===== src/rtl/imm_encoder_pkg.sv =====
// Shared types for the immediate encoder: format selector, instruction width
// and a sign-extension fit helper used by the optional range check.
package imm_pkg;

    localparam int INSTR_W = 32;

    typedef enum logic [2:0] {
        FMT_I       = 3'd0,
        FMT_S       = 3'd1,
        FMT_B       = 3'd2,
        FMT_U       = 3'd3,
        FMT_J       = 3'd4,
        FMT_SHAMT   = 3'd5,
        FMT_ZIMM    = 3'd6,
        FMT_ILLEGAL = 3'd7
    } imm_fmt_t;

    // True when v[63:lo] are all equal, i.e. v is a sign extension of v[lo:0].
    function automatic logic sext_fits(input logic [63:0] v, input int lo);
        logic [63:0] sh;
        sh = 64'($signed(v) >>> lo);
        return (sh == '0) || (&sh);
    endfunction

endpackage


===== src/rtl/imm_encoder_skid.sv =====
// Generic 2-entry valid/ready buffer. Entry 0 is always the head; a pop with
// two entries shifts entry 1 forward. in_ready depends only on occupancy.
module imm_encoder_skid #(
    parameter int W = 33
) (
    input  logic         clk,
    input  logic         rst_n,
    input  logic         in_valid,
    output logic         in_ready,
    input  logic [W-1:0] in_data,
    output logic         out_valid,
    input  logic         out_ready,
    output logic [W-1:0] out_data
);

    logic [W-1:0] e0, e1;
    logic [1:0]   cnt;
    logic         push, pop;

    assign in_ready  = (cnt != 2'd2);
    assign out_valid = (cnt != 2'd0);
    assign out_data  = e0;
    assign push      = in_valid && in_ready;
    assign pop       = out_valid && out_ready;

    always_ff @(posedge clk or negedge rst_n) begin
        if (!rst_n) begin
            e0  <= '0;
            e1  <= '0;
            cnt <= 2'd0;
        end else begin
            case (cnt)
                2'd0: begin
                    if (push) begin
                        e0  <= in_data;
                        cnt <= 2'd1;
                    end
                end
                2'd1: begin
                    if (push && pop) begin
                        e0 <= in_data;
                    end else if (push) begin
                        e1  <= in_data;
                        cnt <= 2'd2;
                    end else if (pop) begin
                        cnt <= 2'd0;
                    end
                end
                default: begin
                    // Full: no push is possible, only a drain into the head.
                    if (pop) begin
                        e0  <= e1;
                        cnt <= 2'd1;
                    end
                end
            endcase
        end
    end

endmodule


===== src/rtl/imm_encoder.sv =====
// Packs format/fields/immediate into an RV instruction word behind a 2-entry
// skid buffer. Define IMM_RANGE_CHECK_EN to flag immediates that do not fit.
module imm_encoder
    import imm_pkg::*;
#(
    parameter int ERR_CNT_W = 16
) (
    input  logic                 clk,
    input  logic                 rst_n,
    input  logic                 in_valid,
    output logic                 in_ready,
    input  logic [2:0]           in_fmt,
    input  logic [6:0]           in_opcode,
    input  logic [2:0]           in_funct3,
    input  logic [6:0]           in_funct7,
    input  logic [4:0]           in_rd,
    input  logic [4:0]           in_rs1,
    input  logic [4:0]           in_rs2,
    input  logic [63:0]          in_imm,
    output logic                 out_valid,
    input  logic                 out_ready,
    output logic [INSTR_W-1:0]   out_instr,
    output logic                 out_err,
    output logic [ERR_CNT_W-1:0] err_count
);

    imm_fmt_t           fmt;
    logic [INSTR_W-1:0] enc;
    logic               bad_fmt;
    logic               range_err;
    logic               err;
    logic               accept;
    logic               unused_bits;

    assign fmt = imm_fmt_t'(in_fmt);

    always_comb begin
        enc     = '0;
        bad_fmt = 1'b0;
        case (fmt)
            FMT_I:     enc = {in_imm[11:0], in_rs1, in_funct3, in_rd, in_opcode};
            FMT_S:     enc = {in_imm[11:5], in_rs2, in_rs1, in_funct3, in_imm[4:0], in_opcode};
            FMT_B:     enc = {in_imm[12], in_imm[10:5], in_rs2, in_rs1, in_funct3,
                              in_imm[4:1], in_imm[11], in_opcode};
            FMT_U:     enc = {in_imm[31:12], in_rd, in_opcode};
            FMT_J:     enc = {in_imm[20], in_imm[10:1], in_imm[11], in_imm[19:12],
                              in_rd, in_opcode};
            FMT_SHAMT: enc = {in_funct7[6:1], in_imm[5:0], in_rs1, in_funct3, in_rd, in_opcode};
            FMT_ZIMM:  enc = {in_imm[31:20], in_imm[4:0], in_funct3, in_rd, in_opcode};
            default:   bad_fmt = 1'b1;
        endcase
    end

`ifdef IMM_RANGE_CHECK_EN
    always_comb begin
        range_err = 1'b0;
        case (fmt)
            FMT_I, FMT_S: range_err = !sext_fits(in_imm, 11);
            FMT_B:        range_err = !sext_fits(in_imm, 12) || in_imm[0];
            FMT_J:        range_err = !sext_fits(in_imm, 20) || in_imm[0];
            FMT_U:        range_err = (|in_imm[11:0]) || !sext_fits(in_imm, 31);
            FMT_SHAMT:    range_err = |in_imm[63:6];
            FMT_ZIMM:     range_err = (|in_imm[63:32]) || (|in_imm[19:5]);
            default:      range_err = 1'b0;
        endcase
    end
`else
    assign range_err = 1'b0;
`endif

    // Bits that only the range check or nothing at all looks at.
    assign unused_bits = ^{in_imm[63:32], in_funct7[0]};

    assign err    = bad_fmt || range_err;
    assign accept = in_valid && in_ready;

    imm_encoder_skid #(.W(INSTR_W + 1)) u_skid (
        .clk      (clk),
        .rst_n    (rst_n),
        .in_valid (in_valid),
        .in_ready (in_ready),
        .in_data  ({enc, err}),
        .out_valid(out_valid),
        .out_ready(out_ready),
        .out_data ({out_instr, out_err})
    );

    always_ff @(posedge clk or negedge rst_n) begin
        if (!rst_n) begin
            err_count <= '0;
        end else if (accept && err && !(&err_count)) begin
            err_count <= err_count + 1'b1;
        end
    end

endmodule

===== config.mk =====
export PLATFORM = sky130hd
export DESIGN_NAME = imm_encoder
export DESIGN_NICKNAME = d
export VERILOG_FILES = /design/src/rtl/imm_encoder_pkg.sv /design/src/rtl/imm_encoder_skid.sv /design/src/rtl/imm_encoder.sv
export SDC_FILE = /design/constraint.sdc
export NUM_CORES = 1
export LEC_CHECK = 0
export ABC_AREA = 1
export CORE_MARGIN = 2
export CORE_UTILIZATION = 40
export DETAILED_ROUTE_END_ITERATION = 10
export PLACE_DENSITY = 0.73
export SYNTH_ARGS = -nofsm -noshare
export SYNTH_HDL_FRONTEND = slang
export SYNTH_HIERARCHICAL = 1
export SYNTH_SLANG_ARGS = --single-unit

===== constraint.sdc =====
create_clock -name clk -period 1.4 [get_ports clk]
set_input_delay 0.14 -clock clk [delete_from_list [all_inputs] [get_ports clk]]
set_output_delay 0.14 -clock clk [all_outputs]
set_load 0.1 [all_outputs]

==> flow_metrics.tcl, run 1 <==
set metrics [dict create \
    seq_power_share_pct 29.0 \
    grtUsageTotal_pct 24.6 \
    max_freq_mhz 683 \
    drtIter0Drc 609 \
    io_buffer_count 120 \
    path_clk_slew_ns 0.06 \
    netlist_area_sq_um 4820 \
    status "finished, violations left" \
    place_inst 986 \
    htreeDepth 3 \
    gr-total-overflow 0 \
    holdWs_ns 0.191 \
    syn-num-nets 789 \
    crit_arrival_ns 1.69 \
    nets 968 \
    drt_first_pass_iters 5 \
    min_period_over_period_pct 105 \
    endpoint_kind "register" \
    rsz0062_at_grt "true" \
    p_sw_uw 6070 \
    p_int_uw 7190 \
    synth.distinct_cells 35 \
    pin_count 154 \
    antenna_left 0 \
    fin_cells 1016 \
    place_ws_ns -0.603 \
    grt_max_degree 55 \
    crit_path_start_kind "register" \
    period_minus_slack_ns 1.46 \
    syn_inst 685 \
    power_leakage_uw 0.00396 \
    finalHoldViolCount 0 \
    clockBufferDepth 2 \
    pwr-share-clk_pct 19.8 \
    finalSetupViolCount 26 \
    drc 0 \
    worstSetupPathType "reg2reg" \
    numCtsBuffers 9 \
    die_w_microns 114 \
    post-route-util_pct 66.4 \
    viasPerCell 5.33 \
    clock-sinks 84 \
    syn_area_per_cell_sq_um 7.03 \
    relSlewSlack_pct 71.1 \
    synth_area_leader_cell "dfrtp_1" \
    routed_wl_mm 16.3 \
    fin_ws_ns -0.0647 \
    core-area_sq_um 11900 \
    drive_gt1_share_pct 25.5 \
    ys_warn_count 6 \
    antenna_found_initial 0 \
    slew_violations 0 \
    p_comb_share_pct 51.3 \
    finalWeightedCongestion 0.950 \
    post-dp-hpwl_mm 11.3 \
    start_util_pct 40.6 \
    critPathRequiredTime_ns 1.63 \
    dieArea_sq_um 12900 \
    grt_first_pass_wirelength_mm 25.3 \
    cts_tree "done" \
    hold_path.class "in2async" \
    synth-seq-cells 84 \
    wl_per_cell_microns 16.0 \
    synth_top_cell_area_share_pct 43.6 \
    area_growth_pct 63.5 \
    cts_root_buf "clkbuf_16" \
    grt_pass1_vias 5111 \
    clkLatencyLatePin_ns 0.34 \
    p_per_area_nw_per_um2 1680 \
    synthTopCellsByArea "dfrtp_1 44%, nand2_1 28%, nand3_1 5.1%" \
    vdd_drop_max_mv 0.629 \
    num_vias 5413 \
    violations "setup timing" \
    clock_skew_ns 0.00625 \
    crit_fanout 12 \
    switching_share_pct 45.8 \
    maxCapViolations 0 \
    die_h_microns 114 \
    rows 40 \
    ys_seq_area_share_pct 43.6 \
    n_antenna_cell 0 \
    worst_slew_pin_slew_ns 0.432 \
]
per-layer routing:
layer | vias up | track usage [%] | wire [microns] | share of wire (%)
met5 | - | 0 | 0 | 0
met2 | 292 | 42.2 | 8000 | 49
met3 | 45 | 4.46 | 1280 | 7.9
li1 | 2539 | - | - | -
met1 | 2537 | 31.8 | 6530 | 40
met4 | 0 | 7.89 | 469 | 2.9
power by group through the flow:
stage / Clock (uW) / Sequential [uW] / Combinational, uW
final: 2620 / 3840 / 6800
after CTS: 2650 / 3820 / 6620
after global placement: 0 / 3810 / 6470
after global routing: 2750 / 3910 / 7120
after floorplan: 0 / 6160 / 1510
after detailed placement: 0 / 3860 / 6550
registers in the layout, indices dropped and copies added (netlist names):
register and count:
err_count 16, u_skid/cnt 2, u_skid/out_data 33, u_skid/e1 33
logic make-up after synthesis:
family                   count (synthesis)  synth area share [%]
AND/OR/NAND/NOR                        485                  42.9
flip-flops                              84                  43.6
buffers and inverters                   81                  8.00
AO/OA/AOI/OAI                           26                  3.74
XOR/XNOR                                 8                  1.45
adder cells (fa/ha/maj)                  1                 0.260
critical path, stage by stage, from the launching register on:
cell       delay [ns]
dfrtp_2          0.43
buf_6            0.14
buf_8            0.14
nor2_8           0.11
nand3_4          0.17
clkbuf_16        0.23
nand2_1          0.07
nand2_1          0.06
synthesized netlist by cell type, drive strengths merged:
cell	number
clkinv	1
a22o	2
ha	1
a21oi	1
o22ai	4
nor3	2
nor2	26
and3	1
buf	28
nand4	39
clkbuf	6
xor2	4
inv	46
o21ai	8
o221ai	5
o211ai	4
nand3	51
xnor2	4
a22oi	1
nand2	366
o21bai	1
dfrtp	84
worst paths after layout:
kind | from | end | slack, ns | cells after the start
worst max-delay path | u_skid/cnt[1] | u_skid/e1[15] | -0.06 | 7
worst min-delay path | rst_n | u_skid/out_data[29] | 0.19 | 2
worst max register to register | u_skid/cnt[1] | u_skid/e1[15] | -0.06 | 7
worst min register to register | u_skid/e1[24] | u_skid/e1[24] | 0.47 | 2
max in group asynchronous | rst_n | err_count[8] | 0.63 | 3
min in group clk | in_opcode[6] | u_skid/e1[7] | 0.45 | 5
final cells by class:
class	count	area, sq um
tap	147	184
sequential	84	2160
clock buffer	9	225
timing repair buffer	202	2490
inverter	47	181
clock inverter	7	104
multi-input combinational	520	2530
fill	948	3980
metrics by stage:
step / power [uW] / instance area, sq um / setup TNS [ns]
after floorplan: 7670 / 4990 / -1.99
after global placement: 10300 / 7250 / -28.37
after detailed placement: 10400 / 7250 / -32.71
after CTS: 13100 / 7660 / -0.0665
after global routing: 13800 / 7880 / -2.88
final: 13300 / 7880 / -0.545
timing repair:
action | 4_1_cts | 5_1_grt
buffers inserted | 2 | 8
endpoints found under the hold margin | 84 | 0
hold buffers | 1 | 0
cloned | 0 | 4
pin swaps | 2 | 5
setup endpoints to repair | 63 | 75
resized for setup | 16 | 31
cell usage in the layout (no fill, tap or decap), drive strengths merged:
cell type	n
nand3	51
dlygate4sd3	1
xnor2	4
ha	1
dlygate4sd2	1
a21oi	1
nand4	39
a22o	2
clkbuf	13
nor2	26
o21bai	1
bufinv	2
o211ai	4
o221ai	5
dfrtp	84
clkdlybuf4s50	65
o22ai	4
and3	1
xor2	4
buf	130
inv	50
a22oi	1
o21ai	8
clkdlybuf4s15	1
nor3	2
clkinv	2
nand2	366
Note: power is estimated with default switching activity, not from simulation.
==> inputs of run 2 (changes only) <==
CTS_CLUSTER_SIZE = 25   (was default)
MAX_ROUTING_LAYER = met4   (was default)
PLACE_DENSITY = 0.71   (was 0.73)
clock period = 1.9 ns   (was 1.4 ns; I/O delays follow)
==> flow_metrics.tcl, run 2 (synthesis results as in run 1) <==
set metrics [dict create \
    n_antenna_cell 0 \
    reg2reg_slack_ns 0.21 \
    path_clk_slew_ns 0.06 \
    maxCapViolations 0 \
    holdWs_ns 0.349 \
    wl_per_cell_microns 13.9 \
    finalSetupViolCount 0 \
    core-area_sq_um 11900 \
    clock-sinks 84 \
    gr-total-overflow 0 \
    io_buffer_count 120 \
    dpl_cell_area_sq_um 6200 \
    endpoint_kind "register" \
    cts_tree "done" \
    numCtsBuffers 9 \
    min_period_over_period_pct 89.0 \
    dieArea_sq_um 12900 \
    status "complete, no violations" \
    clockBufferDepth 2 \
    antenna_left 0 \
    start_util_pct 40.6 \
    worst_slew_pin_slew_ns 0.477 \
    clock_skew_ns 0.00616 \
    grt_first_pass_wirelength_mm 21.9 \
    mostFrequentLayoutCell "nand2_1" \
    finalHoldViolCount 0 \
    area_growth_pct 35.6 \
    routed_wl_mm 13.4 \
    max_freq_mhz 592 \
    slew_violations 0 \
    post-dp-hpwl_mm 9.77 \
    htreeDepth 3 \
    fin_area_sq_um 6540 \
    critPathRequiredTime_ns 2.13 \
    drt_first_pass_iters 5 \
    clkLatencyLatePin_ns 0.34 \
    crit_arrival_ns 1.92 \
    final_cell_mix "360 x nand2_1, 80 x buf_4, 69 x dfrtp_1, 68 x clkdlybuf4s50_1, 49 x nand3_1" \
    grt_max_degree 37 \
    drc 0 \
    grt_pass1_vias 4427 \
    die_h_microns 114 \
    drtIter0Drc 508 \
    cts_root_buf "clkbuf_16" \
    power_leakage_uw 0.00347 \
    relSlewSlack_pct 68.2 \
    die_w_microns 114 \
    worstSetupPathType "reg2reg" \
    p_per_area_nw_per_um2 1300 \
    pin_count 154 \
    rsz0062_at_grt "false" \
    drive_gt1_share_pct 16.6 \
    post-route-util_pct 55.1 \
    postCtsSetupRepairBufs 0 \
    antenna_found_initial 0 \
    num_vias 4815 \
    crit_path_start_kind "register" \
    period_minus_slack_ns 1.69 \
    viasPerCell 4.97 \
    nets 920 \
    finalWeightedCongestion 0.957 \
    crit_fanout 35 \
    grtUsageTotal_pct 21.6 \
    rows 40 \
    hold_path.class "in2async" \
    worst-r2r-cell-count 5 \
    place_inst 951 \
    vdd_drop_max_mv 0.663 \
    tns_ns 0 \
    fin_cells 968 \
]
[run 2: cell types whose count changed in the layout (fill, tap and decap cells not counted), sizes merged]
cell,delta
clkbuf,-4
inv,-4
clkdlybuf4s15,-1
buf,-45
dlygate4sd2,-1
clkinv,+3
clkdlybuf4s50,+3
clkinvlp,+1
[run 2: critical path, cell delays in order (launching register included)]
cell and delay, ns:
dfrtp_1 0.48, buf_4 0.21, nor2_8 0.24, nand3_4 0.40, nand2_1 0.18, nand2_1 0.06
[run 2: layout make-up]
class	instances	area [sq um]
sequential	84	2120
clock inverter	7	91.3
tap	147	184
inverter	47	176
clock buffer	9	225
fill	1102	5330
timing repair buffer	154	1390
multi-input combinational	520	2350
[run 2: worst paths after layout]
| path | start | to |
|---|---|---|
| max | u_skid/cnt[1] | u_skid/e1[9] |
| min | rst_n | u_skid/e1[28] |
| max reg2reg | u_skid/cnt[1] | u_skid/e1[9] |
| min reg2reg | u_skid/e1[24] | u_skid/e1[24] |
| max in group asynchronous | rst_n | u_skid/out_data[11] |
| min in group clk | u_skid/e1[24] | u_skid/e1[24] |
[run 2: where the power goes]
part | switching [uW] | internal, uW
registers | 323 | 2310
clock network | 718 | 1150
logic | 3050 | 948
total | 4090 | 4400
[run 2: through the flow]
| step | power [uW] | setup slack, ns |
|---|---|---|
| after floorplan | 5590 | 0.0518 |
| after global placement | 6590 | -0.0540 |
| after detailed placement | 6640 | -0.0610 |
| after CTS | 8520 | 0.161 |
| after global routing | 8880 | 0.0447 |
| final | 8490 | 0.210 |
[run 2: timing repair]
| item | CTS | global route |
|---|---|---|
| resized for setup | 0 | 1 |
| setup endpoints to repair | 0 | 1 |
| hold buffers | 1 | 0 |
| hold endpoints to repair | 32 | 0 |
[run 2: per-layer routing]
layer  share of wire (%)  up-vias  track usage, %
li1                    -     2444               -
met1                  47     2202            30.1
met2                  47      157            33.7
met3                 5.0       12            2.92
met4                 1.1        0            5.12
met5                   0        -               -
==> inputs of run 3 (changes only) <==
==> constraint.sdc (replaced) <==
create_clock -name clk -period 1.9 [get_ports clk]
set_input_delay 0.19 -clock clk [delete_from_list [all_inputs] [get_ports clk]]
set_output_delay 0.19 -clock clk [all_outputs]
set_load 0.02 [all_outputs]
==> flow_metrics.tcl, run 3 (synthesis results as in run 1) <==
set metrics [dict create \
    clockBufferDepth 2 \
    grtUsageTotal_pct 22.2 \
    wl_per_cell_microns 13.7 \
    hold_path.class "in2async" \
    vdd_drop_max_mv 0.630 \
    slew_violations 0 \
    start_util_pct 40.6 \
    power_leakage_uw 0.00340 \
    crit_path_start_kind "register" \
    drc 0 \
    drtIter0Drc 513 \
    critPathRequiredTime_ns 1.71 \
    rsz0062_at_grt "false" \
    gr-total-overflow 0 \
    final_cell_mix "361 x nand2_1, 119 x clkdlybuf4s50_1, 84 x dfrtp_1, 49 x nand3_1, 41 x inv_1" \
    fin_area_sq_um 6610 \
    status "complete, no violations" \
    clock-sinks 84 \
    post-route-util_pct 55.7 \
    finalSetupViolCount 0 \
    crit_arrival_ns 1.58 \
    relSlewSlack_pct 72.6 \
    antenna_found_initial 0 \
    endpoint_kind "primary output" \
    cp_slowest_cell "clkdlybuf4s50_1" \
    routed_wl_mm 13.3 \
    nFillCells 1136 \
    p_per_area_nw_per_um2 1030 \
    maxCapViolations 0 \
    crit_path_cell_trace "inv_2 -> nand2_1 -> clkdlybuf4s50_1" \
    die_w_microns 114 \
    viasPerCell 4.99 \
    postCtsSetupRepairBufs 0 \
    grt_first_pass_wirelength_mm 22.4 \
    dpl_cell_area_sq_um 6280 \
    worstSetupPathType "reg2out" \
    dieArea_sq_um 12900 \
    numCtsBuffers 9 \
    reg2reg_from "u_skid/cnt[1]" \
    period_minus_slack_ns 1.77 \
    multi_input_area_sq_um 2340 \
    finalWeightedCongestion 0.921 \
    worst_slew_pin_slew_ns 0.410 \
    startpoint "u_skid/cnt[0]" \
    area_growth_pct 37.2 \
    finalHoldViolCount 0 \
    drive_gt1_share_pct 8.63 \
    mostFrequentLayoutCell "nand2_1" \
    drt_first_pass_iters 4 \
    crit_fanout 3 \
    htreeDepth 3 \
    num_vias 4842 \
    grt_pass1_vias 4620 \
    tns_ns 0 \
    max_freq_mhz 566 \
    cts_tree "done" \
    clkLatencyLatePin_ns 0.34 \
    reg2reg_slack_ns 0.24 \
    min_period_over_period_pct 93.0 \
    path_clk_slew_ns 0.06 \
    nets 922 \
    cp_slowest_stage_delay_ns 0.63 \
    antenna_left 0 \
    core-area_sq_um 11900 \
    total_power_uw 6800 \
    die_h_microns 114 \
    clock_skew_ns 0.00420 \
    grt_max_degree 49 \
    cts_root_buf "clkbuf_16" \
    post-dp-hpwl_mm 9.88 \
    io_buffer_count 120 \
    n_antenna_cell 0 \
    pin_count 154 \
    regArea_sq_um 2100 \
    rows 40 \
]
[run 3: final cells by class]
class / instances / area share, %
multi-input cells: 520 / 35.4
flip-flops and latches: 84 / 31.8
repair buffers: 156 / 22.6
clock buffers: 11 / 3.82
well taps: 147 / 2.78
inverters: 47 / 2.67
clock inverters: 5 / 0.890
[run 3: final timing paths]
path	endpoint	cells after the start
setup / recovery	in_ready	3
hold / removal	u_skid/out_data[26]	2
min in group clk	u_skid/e1[24]	2
setup reg to reg	u_skid/e1[3]	5
max in group asynchronous	u_skid/e1[18]	3
hold reg to reg	u_skid/e1[24]	2
[run 3: per-layer routing]
| layer | share of wire, % | wire [microns] | track usage, % | vias to the layer above |
|---|---|---|---|---|
| met1 | 46 | 6160 | 30.3 | 2235 |
| met2 | 47 | 6230 | 34.5 | 151 |
| met3 | 5.3 | 698 | 3.67 | 15 |
| met4 | 1.6 | 208 | 6.26 | 0 |
| met5 | 0 | 0 | - | - |
| li1 | - | - | - | 2441 |
[run 3: report_power, final]
group / internal (uW) / switching, uW / total, uW
logic: 1030 / 1340 / 2370
registers: 2300 / 309 / 2610
clock network: 1090 / 726 / 1820
[run 3: critical path: cells and delay by family (launching register included)]
family	cells	cell delay, ns
flip-flops	1	0.38
buffers and inverters	2	0.71
AND/OR/NAND/NOR	1	0.14
[run 3: repair_timing]
action,CTS,global route
setup endpoints to repair,0,14
hold buffers,1,0
endpoints found under the hold margin,17,0
gates resized for setup,0,1
[run 3: per-stage QoR]
stage / hold WS (ns) / cells / worst slack [ns]
floorplan: -0.106 / 685 / 0.259
global placement: 0.0856 / 953 / -0.0376
detailed placement: 0.0910 / 953 / -0.0594
CTS: 0.287 / 970 / 0.0997
global route: 0.317 / 970 / 0.0831
finish: 0.272 / 970 / 0.132
